### src/rtl/pipe_scoreboard_pkg.sv
// Shared constants and types for the pipeline hazard/forwarding scoreboard.
package pipe_scoreboard_pkg;

  // Stall-cycle counter width and its saturation ceiling.
  localparam int                  STALL_W   = 32;
  localparam logic [STALL_W-1:0]  STALL_MAX = '1;

  // Forward select value meaning "take the operand from the register file".
  localparam int FWD_REGFILE = 0;

  // How one ID source operand is resolved against the in-flight writers.
  typedef enum logic [1:0] {
    SRC_REGFILE = 2'd0,  // no in-flight writer, or writer already in WB
    SRC_BYPASS  = 2'd1,  // youngest writer has its result ready to forward
    SRC_WAIT    = 2'd2   // youngest writer not ready yet: stall
  } src_kind_e;

  // Saturating increment: the counter sticks at all-ones instead of wrapping.
  function automatic logic [STALL_W-1:0] sat_inc(input logic [STALL_W-1:0] c);
    return (c == STALL_MAX) ? c : c + 1'b1;
  endfunction

endpackage

### src/rtl/sb_match.sv
// Priority matcher: finds the youngest valid in-flight writer of one source register.
module sb_match #(
  parameter int REG_AW = 5,
  parameter int DEPTH  = 3,
  parameter int CW     = 2,
  parameter int IW     = 2
) (
  input  logic [REG_AW-1:0]             src,
  input  logic [DEPTH-1:0]              v,
  input  logic [DEPTH-1:0][REG_AW-1:0]  rd,
  input  logic [DEPTH-1:0][CW-1:0]      cnt,
  output logic                          hit,
  output logic                          ready,
  output logic [IW-1:0]                 idx
);

  // Scan oldest to youngest so the lowest-index (youngest) match wins; r0 never matches.
  always_comb begin
    hit   = 1'b0;
    ready = 1'b0;
    idx   = '0;
    for (int i = DEPTH - 1; i >= 0; i--) begin
      if ((src != '0) && v[i] && (rd[i] == src)) begin
        hit   = 1'b1;
        ready = (cnt[i] == '0);
        idx   = IW'(i);
      end
    end
  end

endmodule

### src/rtl/pipe_scoreboard.sv
// Hazard/forwarding scoreboard: tracks in-flight register writers across the post-ID
// stages, raises stall, and produces live and EX-registered forward selects.
module pipe_scoreboard
  import pipe_scoreboard_pkg::*;
#(
  parameter int REG_AW   = 5,
  parameter int DEPTH    = 3,
  parameter int ALU_LAT  = 1,
  parameter int LOAD_LAT = 2,
  parameter int FWD_EN   = 1,
  localparam int FSW     = $clog2(DEPTH + 1)
) (
  input  logic               clk,
  input  logic               reset,
  input  logic               hold,
  input  logic               flush,
  input  logic               id_valid,
  input  logic [REG_AW-1:0]  id_rs,
  input  logic [REG_AW-1:0]  id_rt,
  input  logic [REG_AW-1:0]  id_rd,
  input  logic               id_regwrite,
  input  logic               id_memtoreg,
  output logic               hazard,
  output logic [FSW-1:0]     fwd_a,
  output logic [FSW-1:0]     fwd_b,
  output logic [FSW-1:0]     ex_fwd_a,
  output logic [FSW-1:0]     ex_fwd_b,
  output logic [STALL_W-1:0] stall_cycles
);

  localparam int             CW       = $clog2(LOAD_LAT + 1);
  localparam int             IW       = $clog2(DEPTH);
  localparam logic [CW-1:0]  ALU_CNT  = CW'(ALU_LAT - 1);
  localparam logic [CW-1:0]  LOAD_CNT = CW'(LOAD_LAT - 1);

  // Per-stage in-flight writer entries: valid, destination, cycles until forwardable.
  logic [DEPTH-1:0]              v_q,   v_d;
  logic [DEPTH-1:0][REG_AW-1:0]  rd_q,  rd_d;
  logic [DEPTH-1:0][CW-1:0]      cnt_q, cnt_d;

  logic [FSW-1:0]     ex_fwd_a_q, ex_fwd_a_d;
  logic [FSW-1:0]     ex_fwd_b_q, ex_fwd_b_d;
  logic [STALL_W-1:0] stall_cycles_q, stall_cycles_d;

  logic               hit_a, rdy_a, hit_b, rdy_b;
  logic [IW-1:0]      idx_a, idx_b;
  src_kind_e          kind_a, kind_b;
  logic               issue, insert;

  // Countdown that stops at zero once the result is forwardable.
  function automatic logic [CW-1:0] sat0(input logic [CW-1:0] c);
    return (c == '0) ? c : c - CW'(1);
  endfunction

  // A writer in the last tracked stage is written back before ID reads the regfile.
  function automatic src_kind_e classify(input logic hit, input logic rdy,
                                         input logic [IW-1:0] idx);
    if (!hit || (idx == IW'(DEPTH - 1))) return SRC_REGFILE;
    if ((FWD_EN != 0) && rdy)            return SRC_BYPASS;
    return SRC_WAIT;
  endfunction

  sb_match #(.REG_AW(REG_AW), .DEPTH(DEPTH), .CW(CW), .IW(IW)) u_match_a (
    .src   (id_rs),
    .v     (v_q),
    .rd    (rd_q),
    .cnt   (cnt_q),
    .hit   (hit_a),
    .ready (rdy_a),
    .idx   (idx_a)
  );

  sb_match #(.REG_AW(REG_AW), .DEPTH(DEPTH), .CW(CW), .IW(IW)) u_match_b (
    .src   (id_rt),
    .v     (v_q),
    .rd    (rd_q),
    .cnt   (cnt_q),
    .hit   (hit_b),
    .ready (rdy_b),
    .idx   (idx_b)
  );

  // Resolve each operand into a forward select and the combined stall request.
  always_comb begin
    kind_a = classify(hit_a, rdy_a, idx_a);
    kind_b = classify(hit_b, rdy_b, idx_b);
    fwd_a  = (kind_a == SRC_BYPASS) ? FSW'(idx_a) + FSW'(1) : FSW'(FWD_REGFILE);
    fwd_b  = (kind_b == SRC_BYPASS) ? FSW'(idx_b) + FSW'(1) : FSW'(FWD_REGFILE);
    hazard = id_valid && !flush && ((kind_a == SRC_WAIT) || (kind_b == SRC_WAIT));
    issue  = id_valid && !hazard && !flush;
    insert = issue && id_regwrite && (id_rd != '0);
  end

  // Next state: shift the stage entries, enter the ID writer or a bubble, count stalls.
  always_comb begin
    v_d            = v_q;
    rd_d           = rd_q;
    cnt_d          = cnt_q;
    ex_fwd_a_d     = ex_fwd_a_q;
    ex_fwd_b_d     = ex_fwd_b_q;
    stall_cycles_d = stall_cycles_q;
    if (!hold) begin
      for (int i = 1; i < DEPTH; i++) begin
        v_d[i]   = v_q[i-1];
        rd_d[i]  = rd_q[i-1];
        cnt_d[i] = sat0(cnt_q[i-1]);
      end
      v_d[0]   = insert;
      rd_d[0]  = id_rd;
      cnt_d[0] = insert ? (id_memtoreg ? LOAD_CNT : ALU_CNT) : '0;
      ex_fwd_a_d = issue ? fwd_a : FSW'(FWD_REGFILE);
      ex_fwd_b_d = issue ? fwd_b : FSW'(FWD_REGFILE);
      if (hazard) stall_cycles_d = sat_inc(stall_cycles_q);
    end
  end

  // State register; reset clears control state only and overrides hold.
  always_ff @(posedge clk) begin
    rd_q <= rd_d;
    if (reset) begin
      v_q            <= '0;
      cnt_q          <= '0;
      ex_fwd_a_q     <= '0;
      ex_fwd_b_q     <= '0;
      stall_cycles_q <= '0;
    end else begin
      v_q            <= v_d;
      cnt_q          <= cnt_d;
      ex_fwd_a_q     <= ex_fwd_a_d;
      ex_fwd_b_q     <= ex_fwd_b_d;
      stall_cycles_q <= stall_cycles_d;
    end
  end

  assign ex_fwd_a     = ex_fwd_a_q;
  assign ex_fwd_b     = ex_fwd_b_q;
  assign stall_cycles = stall_cycles_q;

endmodule

### config.mk
export PLATFORM = sky130hd
export DESIGN_NAME = pipe_scoreboard
export DESIGN_NICKNAME = d
export VERILOG_FILES = /design/src/rtl/pipe_scoreboard_pkg.sv /design/src/rtl/sb_match.sv /design/src/rtl/pipe_scoreboard.sv
export SDC_FILE = /design/constraint.sdc
export NUM_CORES = 1
export LEC_CHECK = 0
export CORE_ASPECT_RATIO = 2
export CORE_MARGIN = 10
export CORE_UTILIZATION = 50
export DETAILED_ROUTE_END_ITERATION = 10
export DONT_BUFFER_PORTS = 1
export PLACE_DENSITY_LB_ADDON = 0.08
export SLEW_MARGIN = 25
export SYNTH_ARGS = -nofsm -noshare
export SYNTH_HDL_FRONTEND = slang
export SYNTH_HIERARCHICAL = 1
export SYNTH_SLANG_ARGS = --single-unit
export TNS_END_PERCENT = 30
### constraint.sdc
create_clock -name clk -period 3.6 [get_ports clk]
set_input_delay 0.72 -clock clk [delete_from_list [all_inputs] [get_ports clk]]
set_output_delay 0.72 -clock clk [all_outputs]
set_load 0.05 [all_outputs]
-- Word level (Yosys, flattened, before mapping)
Index checks and enable logic that the tools add are counted.
- logic and storage cells: 102
- output and inout bits: 41
- RAM bits: 0
- bits in latches: 0
- bits in read-only memories: 0
- input port bits: 22
- bits in registers: 60
- memories: 0
- divide/modulo/power cells: 0
- shifts and indexed selects: 0
- eq/ne operators: 13
- reduce and logical (&&, ||, !) cells: 32
- multiplexer cells: 40
- magnitude comparators: 0
- bitwise gates (word level): 2
- multipliers: 0
- add/sub/neg operators: 5
- operator list (operator ; count):
    two-way mux 2 bit ; 20
    adder 32 x 1 -> 32 bit (second input constant) ; 1
    equality test 32 bit (second input constant) ; 1
    equality test 5 bit ; 6
    two-way mux 1 bit ; 20
    logical AND 1 bit ; 18
    nonzero test 5 bit ; 3
    equality test 2 bit (second input constant) ; 4
    zero test 2 bit ; 3
    adder 2 x 1 -> 2 bit (second input constant) ; 2
    equality test 2 x 1 -> 1 bit (second input constant) ; 2
    zero test 1 bit ; 4
    subtractor 2 x 1 -> 2 bit (second input constant) ; 2
    logical OR 1 bit ; 3
    AND reduction 3 bit ; 1
    NOT 1 bit ; 2

-- Longest topological paths before layout
Gate-level depths: netlist of run 1.
- word-level depth: 21
- depth in mapped cells: 12
- depth with buffers taken out: 11

-- Hierarchy
Netlist of run 1, hierarchy kept.
- modules (own cells, without submodules) (module ; cells an instance ; instances ; sequential area each (µm²) ; area each (µm²)):
    pipe_scoreboard ; 256 ; 1 ; 1251.2 ; 2526.2
    sb_match ; 31 ; 2 ; 0.0 ; 286.5

-- Worst setup path before layout of run 1
Ideal clock, no wire load.
- kind: input to output
- start: input port id_rt[1]
- end: output port hazard
- path slack: -0.191 ns
- stages: 7
- buffers on the path: 0
- arrival time: 3.071 ns
- data required time: 2.880 ns
- cell sequence: or4_4 -> nor2_4 -> nand4b_2 -> nor4b_2 -> o31a_1 -> or3b_4 -> a21oi_1
- cells in the longest elaborated chain, start to end: 13
- elaborated cells on any way between the ends: 31
- classes of those cells: 5 x eq/ne; 15 x mux; 11 x reduce/logical
- RTL lines (what ; RTL line ; source):
    from (decl) ; pipe_scoreboard.sv:19 ; input logic [REG_AW-1:0] id_rt,
    nonzero test 5 bit ; sb_match.sv:23 ; if ((src != '0) && v[i] && (rd[i] == src)) begin
    logical AND 1 bit (2 in series) ; sb_match.sv:23 ;
    two-way mux 1 bit (2 in series) ; sb_match.sv:23 ;
    two-way mux 1 bit (*) ; sb_match.sv:23 ;
    via rdy_b ; pipe_scoreboard.sv:45 ; logic hit_a, rdy_a, hit_b, rdy_b;
    two-way mux 1 bit (2 in series) ; pipe_scoreboard.sv:59 ; if ((FWD_EN != 0) && rdy) return SRC_BYPASS;
    two-way mux 2 bit (*) ; pipe_scoreboard.sv:60 ; return SRC_WAIT;
    two-way mux 2 bit (*) ; pipe_scoreboard.sv:59 ;
    equality test 2 bit (*) ; pipe_scoreboard.sv:89 ; hazard = id_valid && !flush && ((kind_a == SRC_WAIT) || (kind_b == SRC_WAIT));
    logical OR 1 bit (*) ; pipe_scoreboard.sv:89 ;
    logical AND 1 bit (*) ; pipe_scoreboard.sv:89 ;
    to (decl) ; pipe_scoreboard.sv:23 ; output logic hazard,
The timed path passes the listed nets; every way through them passes the cells marked *. The select of a mux whose other input is x is not followed.

-- Worst setup path in the final report of run 1
- start: register rd_q[6] in the netlist's numbering
- end: output port hazard
- cells in the longest elaborated chain, start to end: 11
- elaborated cells on any way between the ends: 38
- classes of those cells: 6 x eq/ne; 24 x mux; 8 x reduce/logical
- RTL lines (what ; RTL line ; source):
    from (decl) ; pipe_scoreboard.sv:38 ; logic [DEPTH-1:0][REG_AW-1:0] rd_q, rd_d;
    from (signal assigned) ; pipe_scoreboard.sv:119 ; rd_q <= rd_d;
    equality test 5 bit (*) ; sb_match.sv:23 ;
    logical AND 1 bit (*) ; sb_match.sv:23 ;
    two-way mux 1 bit (*) (2 in series) ; sb_match.sv:23 ;
    via rdy_a ; pipe_scoreboard.sv:45 ;
    two-way mux 1 bit (2 in series) ; pipe_scoreboard.sv:59 ;
    two-way mux 2 bit (*) ; pipe_scoreboard.sv:60 ;
    two-way mux 2 bit (*) ; pipe_scoreboard.sv:59 ;
    equality test 2 bit (*) ; pipe_scoreboard.sv:89 ;
    logical OR 1 bit (*) ; pipe_scoreboard.sv:89 ;
    logical AND 1 bit (*) ; pipe_scoreboard.sv:89 ;
Marks and branches as above.

==> out/qor.csv, run 1 <==
stage,metric,value,unit
power,peakVddDrop,0.359,mV
routing,wire_per_inst,19.1,um
timing,rsz0062_at_grt,true,
final_layout,final_layout_size_suffix_gt1_share,20.7,%
floorplan,rows,40,
global_route,grt-busiest-layer,met2,
synth,synth-async-reset-ratio,0,%
synth,yosys_warnings,6,
routing,drc_errors,0,
power,power_per_cell_area,331,nW/um^2
power,p_switching,278,uW
critical_path,r2r-start,rd_q[9],
clocking,clk_pin_slew_worst_paths,0.07,ns
run,cap_violations,0,
routing,drt_wl_total,8110,um
floorplan,io_pins,63,
synth,syn-instance-count,318,
critical_path,crit_fanout,5,
global_route,grt_max_degree,44,
clocking,htreeDepth,2,
clocking,clk_latency,0.30,ns
floorplan,start_util,51.6,%
final_layout,nNetsFinal,386,
final_layout,final_cell_mix,"dfxtp_1 (40), buf_4 (36), a21oi_1 (26)",
global_route,overflow,0,
placed_design,hpwl,6390,um
power,p_int,943,uW
power,finalPower,1.22,mW
synth,seq_area_frac_synth,40.4,%
global_route,grt_usage,16.3,%
synth,synth_edf_count,15,
critical_path,cp_data_required_time,2.88,ns
clocking,numCtsBuffers,5,
critical_path,crit_end,hazard,
clocking,root_buffer,clkbuf_16,
synth,synth_cell_types,60,
timing,whs,0.490,ns
timing,fin_crit_sh,97.9,%
global_route,antenna_found_initial,0,
final_layout,mostFrequentLayoutCell,dfxtp_1,
floorplan,dieArea,9940,um^2
critical_path,worstSetupStartpoint,rd_q[6],
critical_path,rr_endpoint,stall_cycles[31],
global_route,grt_pass1_vias,2590,
power,seqPwrFrac,54.6,%
synth,synthAdderAreaFrac,1.21,%
synth,synthMuxAreaShare,1.70,%
routing,route.vias.total,2574,
critical_path,worstSetupEndpointType,output pin,
floorplan,coreArea,6010,um^2
power,comb_power_share,5.2,%
global_route,use_met2,30.4,%
floorplan,die_w,75.7,um
synth,synth_compound_area_share,15.2,%
routing,viasPerCell,6.06,
final_layout,utilization,61.4,%
synth,syn_area_per_cell,9.75,um^2
floorplan,die_y,131,um
clocking,cts_num_sinks,55,
timing,relSlewSlack,48.3,%
global_route,met1_usage,14.4,%
timing,drv_slew,0,
timing,finalSetupViolCount,0,
routing,first_pass_iters,4,
critical_path,r2r_setup_slack,0.16,ns
status,status,finished clean,
timing,skew,0.00842,ns
synth,synth_top_family_by_area,simple AND/OR/NAND/NOR gates,
clocking,clockBufferDepth,2,
global_route,grt_pass1_wl,12600,um
critical_path,crit_path_start_kind,register,
final_layout,num-fill-cells,520,
synth,synth_xor_area_share,9.89,%
clocking,cts_tree,built,
synth,yosys_most_used_dff,dfxtp_1,
placed_design,port_buffers,0,
synth,post_synth_and_or_nand_nor_area_fraction,28.5,%
final_layout,antenna_cells,0,
synth,ys_ff_latch,55,
power,switching_share,22.7,%
synth,syn_area,3100,um^2
power,p_leak,1.34,nW
hold_path,hp-class,in2reg,
timing,fmax,284,MHz
routing,first_iter_violations,106,
placed_design,place_congestion,0.826,
critical_path,worst-setup-path-type,reg2out,
global_route,use_met3,5.28,%
critical_path,ff2ff_path_depth,10,
final_layout,areaGrowthSynthToFinish,18.9,%
timing,worst_slew_pin_slew,0.769,ns
power,clockPowerShare,40.2,%
timing,min_period,3.52,ns
routing,ant_nets,0,
timing,hold_viol,0,
critical_path,arrival,2.80,ns
## critical path, cell delays in order (launching register included)
cell      delay, ns
edfxtp_1       0.49
xor2_2         0.24
nor4_4         0.33
nand4b_4       0.16
nor4b_4        0.16
o31a_1         0.26
or3b_4         0.43
buf_6          0.14
a21oi_4        0.15
buf_12         0.15
## layout make-up
| cell class | count | area [um^2] | area share [%] |
|---|---|---|---|
| Multi-Input combinational cell | 250 | 1860 | 50.5 |
| Timing Repair Buffer | 38 | 302 | 8.18 |
| Clock inverter | 3 | 25.0 | 0.679 |
| Sequential cell | 55 | 1250 | 33.9 |
| Inverter | 11 | 41.3 | 1.12 |
| Clock buffer | 5 | 125 | 3.39 |
| Tap cell | 63 | 78.8 | 2.14 |
## layer usage
layer,up-vias,wire length [um]
li1,1272,-
met1,1228,2540
met2,58,4740
met3,16,584
met4,0,243
met5,-,0
## worst min path at each step
stage | from | depth (start not counted) | to | slack, ns
floorplan | cnt_q[0] | 2 | cnt_q[0] | 0.45
global placement | cnt_q[0] | 2 | cnt_q[0] | 0.48
detailed placement | v_q[0] | 2 | v_q[0] | 0.49
CTS | reset | 1 | stall_cycles[4] | 0.48
global route | reset | 1 | stall_cycles[4] | 0.48
finish | reset | 1 | stall_cycles[2] | 0.49
## logic make-up after synthesis
group / Yosys count
muxes: 5
and+or+nand+nor: 128
DFF: 55
adders and majority gates: 3
xor gates and xnor gates: 35
buffers and inverters: 22
AOI/OAI and AO/OA: 69
other: 1
## through the flow
stage / setup TNS, ns / instance area (um^2) / setup slack (ns) / std cells
after floorplan: 0 / 3140 / 0.0879 / 327
final: 0 / 3690 / 0.0772 / 425
after detailed placement: -0.413 / 3420 / -0.111 / 412
after global placement: -0.0594 / 3420 / -0.0310 / 412
after global routing: -0.0368 / 3690 / -0.0222 / 425
after CTS: 0 / 3580 / 0.0115 / 420
## flip-flops by register name, summed over array words and instances, names as in the netlist
name / cells
cnt_q: 1
v_q: 3
rd_q: 15
stall_cycles: 32
ex_fwd_b: 2
ex_fwd_a: 2
## Yosys cell counts, drive strengths merged (3+ instances only)
cell type,instances,area (um^2)
ha,3,37.5
inv,11,41.3
xnor2,12,105
o41ai,3,41.3
clkbuf,6,22.5
nand4,8,65.1
a21oi,27,135
a22oi,4,30.0
nor2,25,109
nor4,11,105
o21ai,14,73.8
nand2,12,45.0
or3,12,80.1
xor2,23,201
nand3,12,60.1
o31ai,10,75.1
nor3b,5,37.5
dfxtp,40,801
nand4b,4,77.6
nor3,7,35.0
nand3b,3,22.5
buf,5,30.0
edfxtp,15,450
or4,12,97.6
and4,3,28.8
or3b,3,28.8
mux2i,3,30.0
## power by group through the flow
stage | Sequential (mW) | Combinational (mW) | Clock (mW)
after floorplan | 0.674 | 0.0565 | 0
after global placement | 0.681 | 0.0558 | 0
after detailed placement | 0.681 | 0.0575 | 0
after CTS | 0.666 | 0.0583 | 0.503
after global routing | 0.668 | 0.0695 | 0.525
final | 0.667 | 0.0638 | 0.490
## repair_timing
item | CTS | global route
endpoints found under the setup margin | 1 | 12
pin swaps | 0 | 9
buffers inserted | 0 | 5
resized for setup | 2 | 8
hold buffers | 0 | 0
gates cloned | 0 | 0
No activity file was read; power rests on OpenSTA's default activity.
==> run 2, diff against run 1 <==
--- a/config.mk
+++ b/config.mk
@@ -10,6 +10,7 @@
 export CORE_UTILIZATION = 50
 export DETAILED_ROUTE_END_ITERATION = 10
 export DONT_BUFFER_PORTS = 1
+export HOLD_SLACK_MARGIN = 0.05
 export PLACE_DENSITY_LB_ADDON = 0.08
 export SLEW_MARGIN = 25
 export SYNTH_ARGS = -nofsm -noshare
==> results of run 2 <==
Same layout as run 1: the final DEF is identical, and so are final timing and power.
==> RTL edit 1, RTL diff (settings of run 2) <==
The package constant `STALL_W` goes from 32 to 36.
--- a/src/rtl/pipe_scoreboard_pkg.sv
+++ b/src/rtl/pipe_scoreboard_pkg.sv
@@ -3,5 +3,5 @@
 
   // Stall-cycle counter width and its saturation ceiling.
-  localparam int                  STALL_W   = 32;
+  localparam int                  STALL_W   = 36;
   localparam logic [STALL_W-1:0]  STALL_MAX = '1;
 
Interface: changed (resized stall_cycles); port bits go from 63 to 67. No check against the original RTL was run, so the function may have changed too.
==> RTL edit 1 against run 2 <==
The flow now finishes with violations (setup timing). Synthesized area increased by 10%. Utilization grew 1.0 points. Combinational power rose by 10%. Critical path depth grew 1. Power increased by 43%. Design area increased by 12%. Worst setup slack lost 0.11 ns. Sequential cell count rose by 4. Wire length increased by 17%. Clock power increased by 96%. Largest power group is now clock.
==> RTL edit 1: results (changes against run 2) <==
Cells after Synth 361 (was 318); Synth Area in XOR/XNOR 0.0821 (was 0.0989); family with the most delay on the worst path simple AND/OR/NAND/NOR gates (unchanged); LEAKAGE 1.53 nW (was 1.34 nW); final worst slack -0.0298 ns (was 0.0772 ns); Final #Nets 425 (was 386); DRT iter0 DRCs 150 (was 106); WL/cell 19.2 microns (was 19.1 microns); grt met1 use 0.152 (was 0.144); met3 usage 0.0677 (was 0.0528); P_sw 0.000341 W (was 0.000278 W); synth top area cells dfxtp_1, edfxtp_1, xor2_1 (unchanged); P_clk 0.000958 W (was 0.000490 W); vias in the first global route 2925 (was 2590); Placement Cell Area 3740 sq um (was 3420 sq um); VDD IR max 0.269 mV (was 0.359 mV); FILL cells 603 (was 520); GRT Overall Usage 0.180 (was 0.163); WL met2 5.43 mm (was 4.74 mm); Post-synth top cells dfxtp_1, nor2_1, a21oi_1 (was dfxtp_1, a21oi_1, nor2_1, xor2_1, edfxtp_1); final setup violation count 1 (was 0); first-pass GRT wire length 15.2 mm (was 12.6 mm); number of flip-flops in the largest register 36 (was 32); adder and majority gate portion of the synthesized area 0.0110 (was 0.0121); Yosys cell types 55 (was 60); GP Congestion 0.842 (was 0.826); hpwl dp 7.28 mm (was 6.39 mm); clock-pin slew on the worst setup and hold paths 0.05 ns (was 0.07 ns); compound-gate portion of the synthesized area 0.118 (was 0.152); failing checks setup timing; largest net degree at the start of global routing 59 (was 44); Clock H-tree levels 3 (was 2); Max transition margin 0.513 (was 0.483); fin cells 493 (was 425); Skew-Pair Late Insertion Delay 0.33 ns (was 0.30 ns); pre-CTS setup slack -0.151 ns (was -0.111 ns); Clock Skew 0.00465 ns (was 0.00842 ns); worst endpoint data arrival time 2.91 ns (was 2.80 ns); TritonCTS Buffers 9 (was 5); M1 WL 2.98 mm (was 2.54 mm); status complete, but fails checks (was finished clean); Final Power 0.00174 W (was 0.00122 W); placed cells 472 (was 412); Vias 2940 (was 2574); Fin Setup TNS -0.0298 ns (was 0 ns); max incr delay on CP 0.44 ns (was 0.49 ns); Sequential Power Share 0.409 (was 0.546); post-route cell area 4130 sq um (was 3690 sq um); share of layout cells above drive strength 1 0.230 (was 0.207); GR Util met2 0.339 (was 0.304); multiplexer share of the synthesized area 0.0454 (was 0.0170); met3 WL 651 microns (was 584 microns); Slowest cell on crit path edfxtp_1 (unchanged); part of the Yosys area used for sequential elements 0.390 (was 0.404)
==> RTL edit 1: final cells by class <==
class,count,share of cell area
multi-input combinational,289,0.502
tap,88,0.0267
clock inverter,6,0.0251
clock buffer,10,0.0554
timing repair buffer,33,0.0609
inverter,8,0.00727
sequential,59,0.322
==> RTL edit 1: worst paths after layout <==
check / startpoint / end / slack (ns) / depth (start not counted)
worst max-delay path: rd_q[6] / hazard / -0.03 / 10
worst min register to register: cnt_q[0] / cnt_q[0] / 0.48 / 2
worst min-delay path: reset / stall_cycles[3] / 0.46 / 1
worst max register to register: rd_q[6] / stall_cycles[18] / 0.14 / 13
==> RTL edit 1: timing repair <==
action / CTS / global route
setup endpoints to repair: 1 / 18
cloned: 0 / 1
resized for setup: 3 / 3
pin swaps: 0 / 2
buffers inserted: 1 / 3
endpoints found under the hold margin: 0 / 0
==> RTL edit 2, RTL diff (settings of run 2) <==
Without the edit above. `FWD_EN`: 1 -> 0.
--- a/src/rtl/pipe_scoreboard.sv
+++ b/src/rtl/pipe_scoreboard.sv
@@ -8,5 +8,5 @@
   parameter int ALU_LAT  = 1,
   parameter int LOAD_LAT = 2,
-  parameter int FWD_EN   = 1,
+  parameter int FWD_EN   = 0,
   localparam int FSW     = $clog2(DEPTH + 1)
 ) (
Behaviour: not the same (a bounded check fails within 4 cycles, from zero or initial values and one cycle with reset high).
==> RTL edit 2 against run 2 <==
Worst setup slack improved by 0.24 ns. Sequential cell count decreased by 5. Synthesized area decreased by 1.1%. Design area decreased by 13%. Largest power group unchanged. Wire length decreased by 6.6%. Clock power decreased by 7.3%. Power decreased by 6.7%. Synthesized cell count decreased by 1.6%.
==> RTL edit 2: results (changes against run 2) <==
placed cells 369 (was 412); final worst slack 0.317 ns (was 0.0772 ns); Clock H-tree levels 2 (unchanged); Clock Skew 0.00590 ns (was 0.00842 ns); setup slack, reg-to-reg 0.64 ns (was 0.16 ns); Slowest cell on crit path nor4_1 (was edfxtp_1); GRT Overall Usage 0.157 (was 0.163); worst endpoint data arrival time 2.56 ns (was 2.80 ns); CP max FO 11 (was 5); DRT iter0 DRCs 104 (was 106); largest net degree at the start of global routing 46 (was 44); Final #Nets 336 (was 386); GP Congestion 0.811 (was 0.826); fin cells 377 (was 425); vias in the first global route 2320 (was 2590); VDD IR max 0.297 mV (was 0.359 mV); routed wire length 7.57 mm (was 8.11 mm); internal power 0.000878 W (was 0.000943 W); status finished clean (unchanged); share of layout cells above drive strength 1 0.166 (was 0.207); LEAKAGE 1.19 nW (was 1.34 nW); first-pass GRT wire length 11.6 mm (was 12.6 mm); Cells after Synth 313 (was 318); Vias 2313 (was 2574); post-CTS sizing 0 (was 2); pre-CTS setup slack 0.350 ns (was -0.111 ns); Placement Cell Area 3080 sq um (was 3420 sq um); Max transition margin 0.517 (was 0.483)
## RTL edit 2: area by class of cell
type	instances	area, sq um
fillers	592	2790
clock inverters	2	8.76
clock buffers	6	129
repair buffers	11	95.1
well taps	63	78.8
inverters	7	26.3
multi-input cells	238	1730
flip-flops and latches	50	1150
## RTL edit 2: per-layer routing
layer | GRT usage | share of wire | wire (microns) | up-vias
met2 | 0.302 | 0.58 | 4360 | 43
met4 | 0.0781 | 0.028 | 211 | 0
met3 | 0.0544 | 0.074 | 563 | 13
li1 | - | - | - | 1146
met5 | 0 | 0 | 0 | -
met1 | 0.134 | 0.32 | 2440 | 1111
## RTL edit 2: per-stage QoR
stage | utilization | total power (W) | hold WS, ns
4_1_cts | 0.536 | 0.00115 | 0.483
6_report | 0.536 | 0.00114 | 0.493
3_3_place_gp | 0.513 | 0.000696 | 0.527
5_1_grt | 0.536 | 0.00118 | 0.488
3_5_place_dp | 0.513 | 0.000698 | 0.544
2_1_floorplan | - | 0.000701 | 0.490
## RTL edit 2: final timing paths
check	startpoint	end	depth (start not counted)
max	rd_q[14]	hazard	7
max reg2reg	rd_q[9]	stall_cycles[15]	9
min	reset	stall_cycles[3]	1
min reg2reg	rd_q[3]	rd_q[8]	0
## RTL edit 2: power groups by stage
| stage | clock, W | sequential (W) | combinational [W] |
|---|---|---|---|
| after floorplan | 0 | 0.000617 | 0.0000841 |
| after global placement | 0 | 0.000622 | 0.0000738 |
| after detailed placement | 0 | 0.000623 | 0.0000754 |
| after CTS | 0.000467 | 0.000610 | 0.0000755 |
| after global routing | 0.000485 | 0.000612 | 0.0000815 |
| final | 0.000454 | 0.000610 | 0.0000754 |
